[config.mk]
export PLATFORM = sky130hd
export DESIGN_NAME = cla_add_pipe
export DESIGN_NICKNAME = d
export VERILOG_FILES = /design/src/rtl/cla_add_pipe_pkg.sv /design/src/rtl/LCU_4.sv /design/src/rtl/cla_pg_4.sv /design/src/rtl/cla_add_pipe.sv
export SDC_FILE = /design/constraint.sdc
export NUM_CORES = 1
export LEC_CHECK = 0
export ABC_AREA = 1
export CAP_MARGIN = 20
export CORE_MARGIN = 4
export CORE_UTILIZATION = 58
export CTS_BUF_LIST = sky130_fd_sc_hd__clkbuf_8
export DETAILED_ROUTE_END_ITERATION = 10
export GPL_TIMING_DRIVEN = 0
export HOLD_SLACK_MARGIN = 0.03
export PLACE_DENSITY = 0.94
export SYNTH_ARGS = -nofsm -noshare
export SYNTH_HDL_FRONTEND = slang
export SYNTH_HIERARCHICAL = 1
export SYNTH_SLANG_ARGS = --single-unit
[constraint.sdc]
create_clock -name clk -period 3.9 [get_ports clk]
set_clock_uncertainty 0.05 [all_clocks]
set_input_delay 0.585 -clock clk [delete_from_list [all_inputs] [get_ports clk]]
set_output_delay 0.585 -clock clk [all_outputs]
set_load 0.05 [all_outputs]
[src/rtl/cla_add_pipe_pkg.sv]
// Shared ALU definitions: op encodings, flag bit positions and operand helpers
// for the pipelined lookahead adder.
package cla_add_pipe_pkg;

  localparam logic [1:0] OP_ADD = 2'b00;
  localparam logic [1:0] OP_SUB = 2'b01;
  localparam logic [1:0] OP_ADC = 2'b10;
  localparam logic [1:0] OP_SBC = 2'b11;

  localparam int FLAG_C = 0;
  localparam int FLAG_V = 1;
  localparam int FLAG_Z = 2;
  localparam int FLAG_N = 3;

  localparam int MAX_NIB = 4;

  function automatic logic op_inv_b(input logic [1:0] op);
    return (op == OP_SUB) || (op == OP_SBC);
  endfunction

  // SBC takes the flag as "no borrow", so ADC and SBC both pass it through.
  function automatic logic op_cin(input logic [1:0] op, input logic cin);
    case (op)
      OP_ADD:  return 1'b0;
      OP_SUB:  return 1'b1;
      default: return cin;
    endcase
  endfunction

endpackage

[src/rtl/LCU_4.sv]
// 4-position lookahead carry unit: co[k] is the carry out of position k,
// expanded as a flat sum of products from the g/p inputs and cin.
module LCU_4 (
  input  logic [3:0] g,
  input  logic [3:0] p,
  input  logic       cin,
  output logic [3:0] co
);

  always_comb begin
    co[0] = g[0] | (p[0] & cin);
    co[1] = g[1] | (p[1] & g[0]) | (p[1] & p[0] & cin);
    co[2] = g[2] | (p[2] & g[1]) | (p[2] & p[1] & g[0]) | (p[2] & p[1] & p[0] & cin);
    co[3] = g[3] | (p[3] & g[2]) | (p[3] & p[2] & g[1]) | (p[3] & p[2] & p[1] & g[0])
          | (p[3] & p[2] & p[1] & p[0] & cin);
  end

endmodule

[src/rtl/cla_pg_4.sv]
// Nibble slice: group generate/propagate for the second-level LCU and the
// nibble sum from bit propagates and the carries into each bit.
module cla_pg_4 (
  input  logic [3:0] g,
  input  logic [3:0] p,
  input  logic [3:0] c,
  output logic       gg,
  output logic       pg,
  output logic [3:0] sum
);

  always_comb begin
    gg  = g[3] | (p[3] & g[2]) | (p[3] & p[2] & g[1]) | (p[3] & p[2] & p[1] & g[0]);
    pg  = &p;
    sum = p ^ c;
  end

endmodule

[src/rtl/cla_add_pipe.sv]
// Two-stage valid/ready adder/subtractor: stage 1 registers bit g/p, stage 2
// resolves carries through two LCU levels into a held output register.
module cla_add_pipe
  import cla_add_pipe_pkg::*;
#(
  parameter int WIDTH = 16
) (
  input  logic             clk,
  input  logic             rst,
  input  logic             in_valid,
  output logic             in_ready,
  input  logic [WIDTH-1:0] in_a,
  input  logic [WIDTH-1:0] in_b,
  input  logic [1:0]       in_op,
  input  logic             in_cin,
  output logic             out_valid,
  input  logic             out_ready,
  output logic [WIDTH-1:0] out_sum,
  output logic [3:0]       out_flags
);

  localparam int NIB = WIDTH / 4;

  logic             s1_valid_q, s1_valid_d;
  logic [WIDTH-1:0] g_q, g_d, p_q, p_d;
  logic             c0_q, c0_d, a_msb_q, a_msb_d, b_msb_q, b_msb_d;
  logic             out_valid_q, out_valid_d;
  logic [WIDTH-1:0] out_sum_q, out_sum_d;
  logic [3:0]       out_flags_q, out_flags_d;

  logic             stall, adv, accept;
  logic [WIDTH-1:0] b_eff, bit_c, sum_c;
  logic [MAX_NIB-1:0] grp_g, grp_p, top_co;
  logic [NIB-1:0]   nib_cin;
  logic [3:0]       flags_c;

  // in_ready depends combinationally on out_ready so a draining pipe accepts every cycle.
  always_comb begin
    stall    = out_valid_q & ~out_ready;
    adv      = s1_valid_q & ~stall;
    in_ready = ~s1_valid_q | ~stall;
    accept   = in_valid & in_ready;
  end

  always_comb begin
    b_eff      = op_inv_b(in_op) ? ~in_b : in_b;
    g_d        = g_q;
    p_d        = p_q;
    c0_d       = c0_q;
    a_msb_d    = a_msb_q;
    b_msb_d    = b_msb_q;
    s1_valid_d = accept | (s1_valid_q & ~adv);
    if (accept) begin
      g_d     = in_a & b_eff;
      p_d     = in_a ^ b_eff;
      c0_d    = op_cin(in_op, in_cin);
      a_msb_d = in_a[WIDTH-1];
      b_msb_d = b_eff[WIDTH-1];
    end
  end

  assign nib_cin[0] = c0_q;

  for (genvar i = 1; i < NIB; i++) begin : g_nib_cin
    assign nib_cin[i] = top_co[i-1];
  end

  // Bit-level LCU sees the nibble carry-in as a generate in slot 0 (p=0), so
  // its four carry outputs are exactly the carries into bits 0..3.
  for (genvar i = 0; i < NIB; i++) begin : g_nib
    LCU_4 u_lcu (
      .g   ({g_q[4*i +: 3], nib_cin[i]}),
      .p   ({p_q[4*i +: 3], 1'b0}),
      .cin (1'b0),
      .co  (bit_c[4*i +: 4])
    );
    cla_pg_4 u_pg (
      .g   (g_q[4*i +: 4]),
      .p   (p_q[4*i +: 4]),
      .c   (bit_c[4*i +: 4]),
      .gg  (grp_g[i]),
      .pg  (grp_p[i]),
      .sum (sum_c[4*i +: 4])
    );
  end

  for (genvar i = NIB; i < MAX_NIB; i++) begin : g_pad
    assign grp_g[i] = 1'b0;
    assign grp_p[i] = 1'b0;
  end

  LCU_4 u_lcu_top (
    .g   (grp_g),
    .p   (grp_p),
    .cin (c0_q),
    .co  (top_co)
  );

  always_comb begin
    flags_c         = '0;
    flags_c[FLAG_C] = top_co[NIB-1];
    flags_c[FLAG_V] = (a_msb_q == b_msb_q) & (sum_c[WIDTH-1] != a_msb_q);
    flags_c[FLAG_Z] = ~|sum_c;
    flags_c[FLAG_N] = sum_c[WIDTH-1];
  end

  always_comb begin
    out_valid_d = adv | (out_valid_q & ~out_ready);
    out_sum_d   = adv ? sum_c   : out_sum_q;
    out_flags_d = adv ? flags_c : out_flags_q;
  end

  always_ff @(posedge clk) begin
    if (rst) begin
      s1_valid_q  <= 1'b0;
      g_q         <= '0;
      p_q         <= '0;
      c0_q        <= 1'b0;
      a_msb_q     <= 1'b0;
      b_msb_q     <= 1'b0;
      out_valid_q <= 1'b0;
      out_sum_q   <= '0;
      out_flags_q <= '0;
    end else begin
      s1_valid_q  <= s1_valid_d;
      g_q         <= g_d;
      p_q         <= p_d;
      c0_q        <= c0_d;
      a_msb_q     <= a_msb_d;
      b_msb_q     <= b_msb_d;
      out_valid_q <= out_valid_d;
      out_sum_q   <= out_sum_d;
      out_flags_q <= out_flags_d;
    end
  end

  assign out_valid = out_valid_q;
  assign out_sum   = out_sum_q;
  assign out_flags = out_flags_q;

endmodule
==> flow_summary.json <==
{
  "maxCapViolations": 0,
  "slowest_delay_ns": 0.82,
  "postCtsSetupRepairBufs": 0,
  "ys_top_cells_by_area": "dfxtp_1, nor2_1, nand2_1",
  "n_antenna_cell": 0,
  "required_ns": 3.26,
  "synth.yosys.seq_area_share_pct": 35.5,
  "highest_layer": "met4",
  "multi_input_area_sq_um": 1770,
  "final_cell_mix": "nor2_1, nand2_1, clkdlybuf4s50_1",
  "grt_overflow": 0,
  "synth_top_area_share_pct": 35.5,
  "yosysTopAreaCell": "dfxtp_1",
  "grt_max_degree": 16,
  "dieHeight_um": 81.8,
  "grt_pass1_wl_um": 12700,
  "die_area_sq_um": 6680,
  "final_util_pct": 75.9,
  "ctsResizeCount": 0,
  "hpwl_um": 5740,
  "ys_ff_latch": 56,
  "ir_drop_mv": 0.239,
  "critPathMaxFanout": 3,
  "fin_setup_tns_ns": 0,
  "register_area_sq_um": 1120,
  "nets": 587,
  "critPathArrivalTime_ns": 1.99,
  "path_clk_slew_ns": 0.09,
  "final_antenna_net_count": 0,
  "ys_warn_count": 6,
  "crit_path_frequent_cell": "clkdlybuf4s50_1",
  "power_leakage_nw": 1.85,
  "setup_violations": 0,
  "area_growth_pct": 25.2,
  "numCtsBuffers": 5,
  "finalCritPeriodShare_pct": 67.2,
  "die_w_um": 81.8,
  "worst_slew_pin_slew_ns": 0.510,
  "syn-cell-area_sq_um": 3160,
  "core_sq_um": 5200,
  "fin_hold_ws_ns": 0.433,
  "ios": 61,
  "critPathLaunchType": "primary input",
  "status": "completed",
  "final_common_cell": "nor2_1",
  "fin_crit_ns": 2.62,
  "initial_utilization_pct": 60.6,
  "met3_length_um": 572,
  "cts_sinks": 56,
  "grt_usage_pct": 24.7,
  "m1WireLength_um": 3020,
  "cts_max_level": 2,
  "drtPass1Iterations": 5,
  "drt-initial-drc-count": 315,
  "drcViolationCount": 0,
  "endpoint_kind": "output pin",
  "grt_pass1_vias": 2889,
  "wl_per_cell_um": 12.5,
  "place.port_buffers": 59,
  "synthCells": 459,
  "antenna_found_initial": 0,
  "maxSlewViolCount": 0,
  "drive_above_1_share_pct": 6.38,
  "max_freq_ghz": 0.381,
  "globalplace.congestion": 0.873,
  "cts_tree": "built",
  "dr_wl_met2_um": 3750,
  "fill_cells": 387,
  "cts-root-buf": "clkbuf_8",
  "insertion_delay_ns": 0.31,
  "hold_path_class": "flip-flop to flip-flop",
  "rsz0062_at_grt": "no",
  "finalPower_mw": 1.38,
  "power_density_nw_per_um2": 348,
  "wl_um": 7510,
  "synth.distinct_cells": 23,
  "crit_type": "primary input to output pin",
  "vias": 3057,
  "place_ws_ns": 1.28,
  "syn_area_per_cell_sq_um": 6.87,
  "holdBufCountCts": 0,
  "viasPerCell": 5.07,
  "clk_path_buf_depth": 2,
  "std_cell_rows": 26,
  "hold_violations": 0,
  "path_cells": "clkdlybuf4s50_1 -> inv_1 -> nand3_2 -> clkdlybuf4s50_1",
  "crit_slowest_cell": "clkdlybuf4s50_1",
  "slew_headroom_pct": 65.9,
  "setup_ws_ns": 1.28
}
[metal layers]
metal	track usage, %	up-vias
li1	-	1562
met1	28.7	1359
met2	43.5	117
met3	5.15	19
met4	10.3	0
met5	0	-
[cell families (layout without fill, tap and decap cells)]
group	count (synthesis)	after routing	share of synthesized area, %
AOI/OAI and AO/OA	65	65	10.3
xor gates and xnor gates	32	32	8.88
adders and majority gates	16	16	6.34
buffers and inverters	54	121	9.08
DFF	56	56	35.5
other	1	8	0.119
and+or+nand+nor	235	235	29.7
[critical path, delay by kind of cell]
family	cells	cell delay (ns)
buffers and inverters	3	1.32
AND/OR/NAND/NOR	1	0.08
[final timing paths]
path | from | endpoint | slack (ns) | depth (start not counted)
hold reg to reg | s1_valid_q | out_valid | 0.43 | 2
setup reg to reg | p_q[2] | out_flags[1] | 1.70 | 17
hold / removal | s1_valid_q | out_valid | 0.43 | 2
setup / recovery | out_ready | in_ready | 1.28 | 4
[layout make-up]
class	count	share of cell area (%)
buffer	18	3.83
tap	70	2.22
multi-input combinational	356	44.9
sequential	56	28.4
clock buffer	6	2.09
inverter	36	3.42
timing repair buffer	59	15.0
clock inverter	2	0.190
[cells in the mapped netlist]
library cell	n
nor2_1	127
nand2_2	5
nand2_1	86
nor3_1	1
o21ai_1	28
buf_12	3
clkbuf_1	3
nand3_1	1
dfxtp_1	56
inv_1	34
buf_2	7
nand4_1	4
buf_4	3
conb_1	1
nand3_2	1
nor2_2	5
o21ai_0	25
xor2_1	32
or2_0	5
a21oi_1	12
inv_2	2
buf_6	2
ha_1	16
[state kept, by name, indices dropped and copies added (netlist names)]
signal      flops
b_msb_q         1
p_q            16
s1_valid_q      1
out_sum        16
g_q            16
a_msb_q         1
out_valid       1
c0_q            1
out_flags       3
[where the power goes]
group	switching, mW	internal (mW)	total [mW]
clock network	0.181	0.140	0.321
registers	0.0501	0.618	0.668
logic	0.225	0.162	0.387
total	0.456	0.919	1.38
[metrics by stage]
stage / cell area, sq um / std cells
4_1_cts: 3950 / 603
2_1_floorplan: 3180 / 466
5_1_grt: 3950 / 603
3_3_place_gp: 3860 / 595
3_5_place_dp: 3860 / 595
6_report: 3950 / 603
(Power assumes the default switching activity.)
